$ cat src/rtl/pipeline_ctrl.sv
// Hazard and sequencing controller for the RV32I 5-stage pipeline: stage enables,
// flushes and bubbles, a data-memory wait watchdog and saturating perf counters.
module pipeline_ctrl #(
  parameter int MEM_TIMEOUT = 16,
  parameter int CNT_W       = 32
) (
  input  logic             clk,
  input  logic             rst,
  input  logic [4:0]       id_rs1,
  input  logic [4:0]       id_rs2,
  input  logic             id_uses_rs1,
  input  logic             id_uses_rs2,
  input  logic [4:0]       ex_rd,
  input  logic             ex_memread,
  input  logic             ex_branch_taken,
  input  logic             mem_req,
  input  logic             dmem_ready,
  output logic             pc_en,
  output logic             ifid_en,
  output logic             ifid_flush,
  output logic             idex_en,
  output logic             idex_flush,
  output logic             exmem_en,
  output logic             memwb_en,
  output logic             memwb_bubble,
  output logic             halted,
  output logic [CNT_W-1:0] stall_count,
  output logic [CNT_W-1:0] flush_count
);

  typedef enum logic [1:0] {RUN, MEM_WAIT, HALT} state_t;

  localparam logic [7:0] TIMEOUT = 8'(MEM_TIMEOUT);

  state_t     state_reg, state_next;
  logic [7:0] wait_cnt_reg, wait_cnt_next;
  logic       halted_reg, halted_next;
  logic       mem_stall, load_use;
  logic       branch_acc, load_use_acc;
  logic [1:0] cnt_inc;

  assign mem_stall = mem_req && !dmem_ready;
  assign load_use  = ex_memread && (ex_rd != 5'd0) &&
                     ((id_uses_rs1 && (id_rs1 == ex_rd)) ||
                      (id_uses_rs2 && (id_rs2 == ex_rd)));

  always_comb begin
    pc_en         = 1'b1;
    ifid_en       = 1'b1;
    ifid_flush    = 1'b0;
    idex_en       = 1'b1;
    idex_flush    = 1'b0;
    exmem_en      = 1'b1;
    memwb_en      = 1'b1;
    memwb_bubble  = 1'b0;
    state_next    = state_reg;
    wait_cnt_next = wait_cnt_reg;
    halted_next   = halted_reg;
    branch_acc    = 1'b0;
    load_use_acc  = 1'b0;

    if (!rst) begin
      pc_en        = 1'b0;
      ifid_en      = 1'b0;
      idex_en      = 1'b0;
      exmem_en     = 1'b0;
      memwb_en     = 1'b0;
      ifid_flush   = 1'b1;
      idex_flush   = 1'b1;
      memwb_bubble = 1'b1;
    end else if (state_reg == HALT) begin
      pc_en        = 1'b0;
      ifid_en      = 1'b0;
      idex_en      = 1'b0;
      exmem_en     = 1'b0;
      memwb_en     = 1'b0;
      memwb_bubble = 1'b1;
    end else begin
      // A stalled MEM freezes EX, so a pending branch stays visible until the stall clears.
      if (mem_stall) begin
        pc_en        = 1'b0;
        ifid_en      = 1'b0;
        idex_en      = 1'b0;
        exmem_en     = 1'b0;
        memwb_bubble = 1'b1;
      end else if (ex_branch_taken) begin
        ifid_flush = 1'b1;
        idex_flush = 1'b1;
        branch_acc = 1'b1;
      end else if (load_use) begin
        pc_en        = 1'b0;
        ifid_en      = 1'b0;
        idex_flush   = 1'b1;
        load_use_acc = 1'b1;
      end

      case (state_reg)
        RUN: begin
          if (mem_stall) begin
            state_next    = MEM_WAIT;
            wait_cnt_next = 8'd1;
          end
        end
        MEM_WAIT: begin
          if (!mem_stall) begin
            state_next    = RUN;
            wait_cnt_next = 8'd0;
          end else if (wait_cnt_reg == TIMEOUT) begin
            state_next  = HALT;
            halted_next = 1'b1;
          end else begin
            wait_cnt_next = wait_cnt_reg + 8'd1;
          end
        end
        default: state_next = state_reg;
      endcase
    end
  end

  always_ff @(posedge clk) begin
    if (!rst) begin
      state_reg    <= RUN;
      wait_cnt_reg <= 8'd0;
      halted_reg   <= 1'b0;
    end else begin
      state_reg    <= state_next;
      wait_cnt_reg <= wait_cnt_next;
      halted_reg   <= halted_next;
    end
  end

  assign cnt_inc[0] = (state_reg == HALT) || mem_stall || load_use_acc;
  assign cnt_inc[1] = branch_acc;

  // Index 0 counts stall cycles, index 1 counts accepted branch flushes.
  for (genvar gi = 0; gi < 2; gi++) begin : gen_cnt
    logic [CNT_W-1:0] cnt_reg;
    always_ff @(posedge clk) begin
      if (!rst) begin
        cnt_reg <= '0;
      end else if (cnt_inc[gi] && (cnt_reg != {CNT_W{1'b1}})) begin
        cnt_reg <= cnt_reg + {{(CNT_W-1){1'b0}}, 1'b1};
      end
    end
  end

  assign halted      = halted_reg;
  assign stall_count = gen_cnt[0].cnt_reg;
  assign flush_count = gen_cnt[1].cnt_reg;

endmodule

$ cat config.mk
export PLATFORM = sky130hd
export DESIGN_NAME = pipeline_ctrl
export DESIGN_NICKNAME = d
export VERILOG_FILES = /design/src/rtl/pipeline_ctrl.sv
export SDC_FILE = /design/constraint.sdc
export NUM_CORES = 1
export LEC_CHECK = 0
export ABC_AREA = 0
export ABC_CLOCK_PERIOD_IN_PS = 2550
export CORE_MARGIN = 2
export CORE_UTILIZATION = 25
export DETAILED_ROUTE_END_ITERATION = 10
export SLEW_MARGIN = 20
export SYNTH_ARGS = -nofsm -noshare
export SYNTH_HDL_FRONTEND = slang
export SYNTH_SLANG_ARGS = --single-unit
$ cat constraint.sdc
create_clock -name clk -period 2.55 [get_ports clk]
set_input_delay 0.51 -clock clk [delete_from_list [all_inputs] [get_ports clk]]
set_output_delay 0.51 -clock clk [all_outputs]
set_load 0.05 [all_outputs]
Yosys cells after proc, flatten, opt, wreduce, memory -nomap -nowiden
Cells that the tools add are included.
W data, S select, Z words.
{"block": "totals", "output_inout_bits": 73, "regBits": 75, "in_bits": 23, "latch_bits": 0, "elab_cells": 71, "n_memories": 0, "mem_bits_rw": 0, "romBits": 0}
{"block": "classes", "mux": 35, "n_shift": 0, "n_eq_ne": 10, "n_mul": 0, "addsub": 3, "div": 0, "n_bitwise": 1, "reduce_logical": 17, "order_cmp": 0}
{"cell": "$add A32 B1 Y32 const B", "count": 2}
{"cell": "$ne A32 B32 Y1 const B", "count": 2}
{"cell": "$mux W1", "count": 27}
{"cell": "$mux W8", "count": 3}
{"cell": "$pmux W8 S2", "count": 1}
{"cell": "$reduce_and A4 Y1", "count": 3}
{"cell": "$eq A5 B5 Y1", "count": 2}
{"cell": "$add A8 B1 Y8 const B", "count": 1}
{"cell": "$eq A8 B5 Y1 const B", "count": 1}
{"cell": "$logic_and A1 B1 Y1", "count": 7}
{"cell": "$mux W2", "count": 3}
{"cell": "$ne A3 B3 Y1 const B", "count": 2}
{"cell": "$reduce_bool A5 Y1", "count": 1}
{"cell": "$pmux W2 S2", "count": 1}
{"cell": "$logic_or A1 B1 Y1", "count": 3}
{"cell": "$eq A2 B1 Y1 const B", "count": 1}
{"cell": "$eq A2 B2 Y1 const B", "count": 1}
{"cell": "$logic_not A2 Y1", "count": 1}
{"cell": "$ne A2 B2 Y1 const B", "count": 1}
{"cell": "$reduce_bool A2 Y1", "count": 1}
{"cell": "$logic_not A1 Y1", "count": 1}
{"cell": "$not A1 Y1", "count": 1}

Depth between registers and ports, before layout
{"block": "logic_depth", "word_depth": 11, "ltp_mapped": 10, "depth_no_buf": 9}

Least setup slack after synthesis
No wires, ideal clock.
{"block": "synth_timing", "path_type": "input -> output", "from": "input mem_req", "to": "output pc_en", "required_ns": 2.040, "path_slack_ns": -1.116, "t_arrival_ns": 3.156, "n_path_buf": 2, "path_stages": 6, "cell_sequence": "nor2b_1 > clkbuf_1 > nor2_1 > inv_1 > nor2_1 > buf_4"}
{"block": "synth_via", "elab_chain_cells": 4}
{"element": "start, declared", "line_no": "16", "rtl": "input logic mem_req,"}
{"element": "$logic_and A1 B1 Y1", "line_no": "42", "rtl": "assign mem_stall = mem_req && !dmem_ready;"}
{"element": "$mux W1 (3 in a row)"}
{"element": "end, declared", "line_no": "18", "rtl": "output logic pc_en,"}
Every way passes these cells.

Final worst setup path
{"block": "layout_timing", "from": "input ex_rd[4]", "to": "output pc_en"}
{"block": "layout_via", "elab_chain_cells": 9, "elab_cells_between_ends": 13, "cone_classes": "eq/ne: 2; mux: 5; reduce/logical: 6"}
{"element": "start, declared", "line_no": "13", "rtl": "input logic [4:0] ex_rd,"}
{"element": "$eq A5 B5 Y1, on equally long branches", "line_no": "44, 45"}
{"element": "$logic_and A1 B1 Y1, on equally long branches", "line_no": "44, 45"}
{"element": "$logic_or A1 B1 Y1", "line_no": "44", "rtl": "((id_uses_rs1 && (id_rs1 == ex_rd)) ||"}
{"element": "$logic_and A1 B1 Y1 (*)", "line_no": "43", "rtl": "assign load_use = ex_memread && (ex_rd != 5'd0) &&"}
{"element": "$mux W1 (*)", "line_no": "90", "rtl": "end else if (load_use) begin"}
{"element": "$mux W1 (*)", "line_no": "86", "rtl": "end else if (ex_branch_taken) begin"}
{"element": "$mux W1 (*)", "line_no": "80", "rtl": "if (mem_stall) begin"}
{"element": "$mux W1 (*)", "line_no": "71", "rtl": "end else if (state_reg == HALT) begin"}
{"element": "$mux W1 (*)", "line_no": "62", "rtl": "if (!rst) begin"}
Mark *: on every way between the ends. The rest lies on a longest branch, timed or not.

==> results.cfg <==
[cts]
cts-root-buf = clkbuf_16
cts_max_level = 3
cts_sinks = 75
clk_pin_slew_ns = 0.06
cts_setup_buffers = 0
cts_tree = done
clk_latency_ns = 0.34
clockBufferDepth = 2
cts_buffers = 9

[job]
maxCapViolCount = 0

[grt]
grt_start_max_net_pins = 62
grt_pass1_vias = 3423
overflow = 0
grt_pass1_wl_mm = 17.0
gr-usage-all-layers_pct = 13.1
antenna_found_initial = 0

[hold_path]
hp-class = flip-flop to flip-flop

[die]
initial_utilization_pct = 25.6
die_h_um = 126
fp.dieW_um = 126
core-area_mm2 = 0.0145
dieArea_mm2 = 0.0159
core.rowCount = 44
pin_count = 96

[placement]
gp_congestion = 0.781
io_buffers = 95
placed_cell_area_mm2 = 0.00507
place_inst = 738
hpwlAfterDp_mm = 7.33

[synth]
synth_cell_types = 44
async_flop_share_pct = 0
ys.flop_type = dfxtp_1
ys_ff_latch = 75
yosysMostFrequentCell = dfxtp_1
synthSimpleGateAreaFrac_pct = 31.8
yosysSeqAreaShare_pct = 40.4
yosysWarnings = 0
synth_common_cells = dfxtp_1 (75), nor2_1 (70), nand2_1 (43)
syn_nets = 480
synth_area_mm2 = 0.00372
synth-xor-area-share_pct = 13.7
synth_compound_area_share_pct = 8.98
synth_top_family_by_area = simple AND/OR/NAND/NOR gates
synth_top_area_cell = dfxtp_1
synth.area.top_cells = dfxtp_1 (40%), xor2_1 (8.2%), nor2_1 (7.1%)
synthMuxAreaShare_pct = 0.538
netlist.area_leader.share_pct = 40.4
synthAdderAreaFrac_pct = 1.35
syn_area_per_cell_um2 = 8.21
synth_edf_count = 0
syn_inst = 453

[final_layout]
fin_nets = 591
instances_no_fill = 753
drive_gt1_share_pct = 10.4
area_growth_pct = 47.0
final_cell_area_mm2 = 0.00547
num_antenna_cells = 0

[setup_path]
critical_path.max_fanout = 3
startpoint_type = primary input
critical_path_class = primary input to output port
cp.required_ns = 2.04
critPathArrivalTime_ns = 1.96
worstSetupEndpointType = output port

[sta]
hold_violations = 0
fin_skew_ns = 0.00844
rsz0062_at_grt = no
period_needed_ns = 2.47
finalSetupViolCount = 0
final.setup.tns_ns = 0
period_share_pct = 97.0
max_slew_margin_pct = 55.8
finalMaxSlewViolations = 0
worst_pin_slew_ns = 0.663
fmax_mhz = 404

[routing]
dr.pass1.iters = 4
via_per_inst = 4.71
wl_per_cell_um = 13.3
drt_wl_total_mm = 10.0
drt_iter0_drc = 202
vias = 3546
ant_nets = 0
drc_errors = 0

[power]
clockPowerShare_pct = 54.0
pwr-share-comb_pct = 7.6
p_int_uw = 2440
p_seq_share_pct = 38.4
powerDensity_mw_per_mm2 = 565
power.switching_uw = 649
vdd_ir_drop_max_mv = 0.362
p_leak_uw = 0.00196
p_sw_share_pct = 21.0

[outcome]
status = finished clean
-- power by group through the flow --
| stage | logic [uW] | registers [uW] | clock network (uW) |
|---|---|---|---|
| after CTS | 238 | 1190 | 1710 |
| after floorplan | 112 | 1230 | 0 |
| after global routing | 252 | 1190 | 1760 |
| after detailed placement | 237 | 1210 | 0 |
| after global placement | 234 | 1210 | 0 |
| final | 234 | 1190 | 1670 |
-- cell type report --
type	count	area, um^2
Clock buffer	9	225
Timing Repair Buffer	118	1180
Inverter	10	41.3
Tap cell	184	230
Multi-Input combinational cell	350	2120
Sequential cell	75	1500
Clock inverter	7	164
Fill cell	1506	9070
-- layout by cell type, fill, tap and decap left out, drive strengths merged, types with 2 or more instances in the layout --
master         instances
o21ai                 16
clkdlybuf4s50         80
or3                   14
xnor2                 23
o31ai                  4
xor2                  35
buf                   31
a21oi                 18
clkinv                 2
nor3                   7
ha                     4
nand2                 43
and4                   4
o21bai                 3
or4                    4
mux2i                  2
nor4                   2
dlymetal6s2s           4
bufinv                 5
nor2                  70
inv                    9
nand3                 27
and2                   7
dfxtp                 75
a31oi                  3
nand4                 29
and3                  15
o21a                   5
nand2b                 3
clkbuf                 9
dlygate4sd2            3
-- metal layers --
layer,wire [um],global-route usage (%),share of wire [%],up-vias
li1,-,-,-,1803
met1,4750,16.5,47,1676
met2,4760,21.4,48,58
met3,372,4.33,3.7,9
met4,133,3.68,1.3,0
met5,0,0,0,-
-- timing repair --
item	in CTS	in global routing
endpoints found under the setup margin	3	3
gates cloned	0	0
pin swaps	2	6
resized for setup	5	4
hold buffers	0	0
-- critical path: stages --
cell	delay (ns)
dlygate4sd2_1	0.27
or4_1	0.54
o21a_1	0.20
nand2_1	0.10
nor2_2	0.06
nor2_4	0.14
buf_12	0.15
-- path summary, 6_finish.rpt --
| kind | startpoint | end | slack (ns) | cells after the start |
|---|---|---|---|---|
| worst max-delay path | ex_rd[4] | pc_en | 0.08 | 7 |
| worst min-delay path | halted$_SDFFE_PN0P_ | halted$_SDFFE_PN0P_ | 0.48 | 2 |
| worst max register to register | stall_count[0]$_SDFFE_PN0P_ | stall_count[28]$_SDFFE_PN0P_ | 0.28 | 9 |
| worst min register to register | halted$_SDFFE_PN0P_ | halted$_SDFFE_PN0P_ | 0.48 | 2 |
-- metrics by stage --
stage	hold slack [ns]	setup WS (ns)	power [uW]	utilization [%]
after global routing	0.492	0.0220	3190	37.6
final	0.482	0.0768	3090	37.6
after global placement	0.458	-0.123	1450	34.9
after CTS	0.483	0.00455	3130	37.6
after floorplan	0.492	-0.0493	1340	-
after detailed placement	0.461	-0.178	1450	34.9
-- kinds of logic after synthesis --
group | Yosys count
xor+xnor | 58
mux | 2
buf+inv | 28
flops | 75
fa+ha+maj | 4
simple gates | 230
compound gates | 56
No activity file was read; power rests on OpenSTA's default activity.
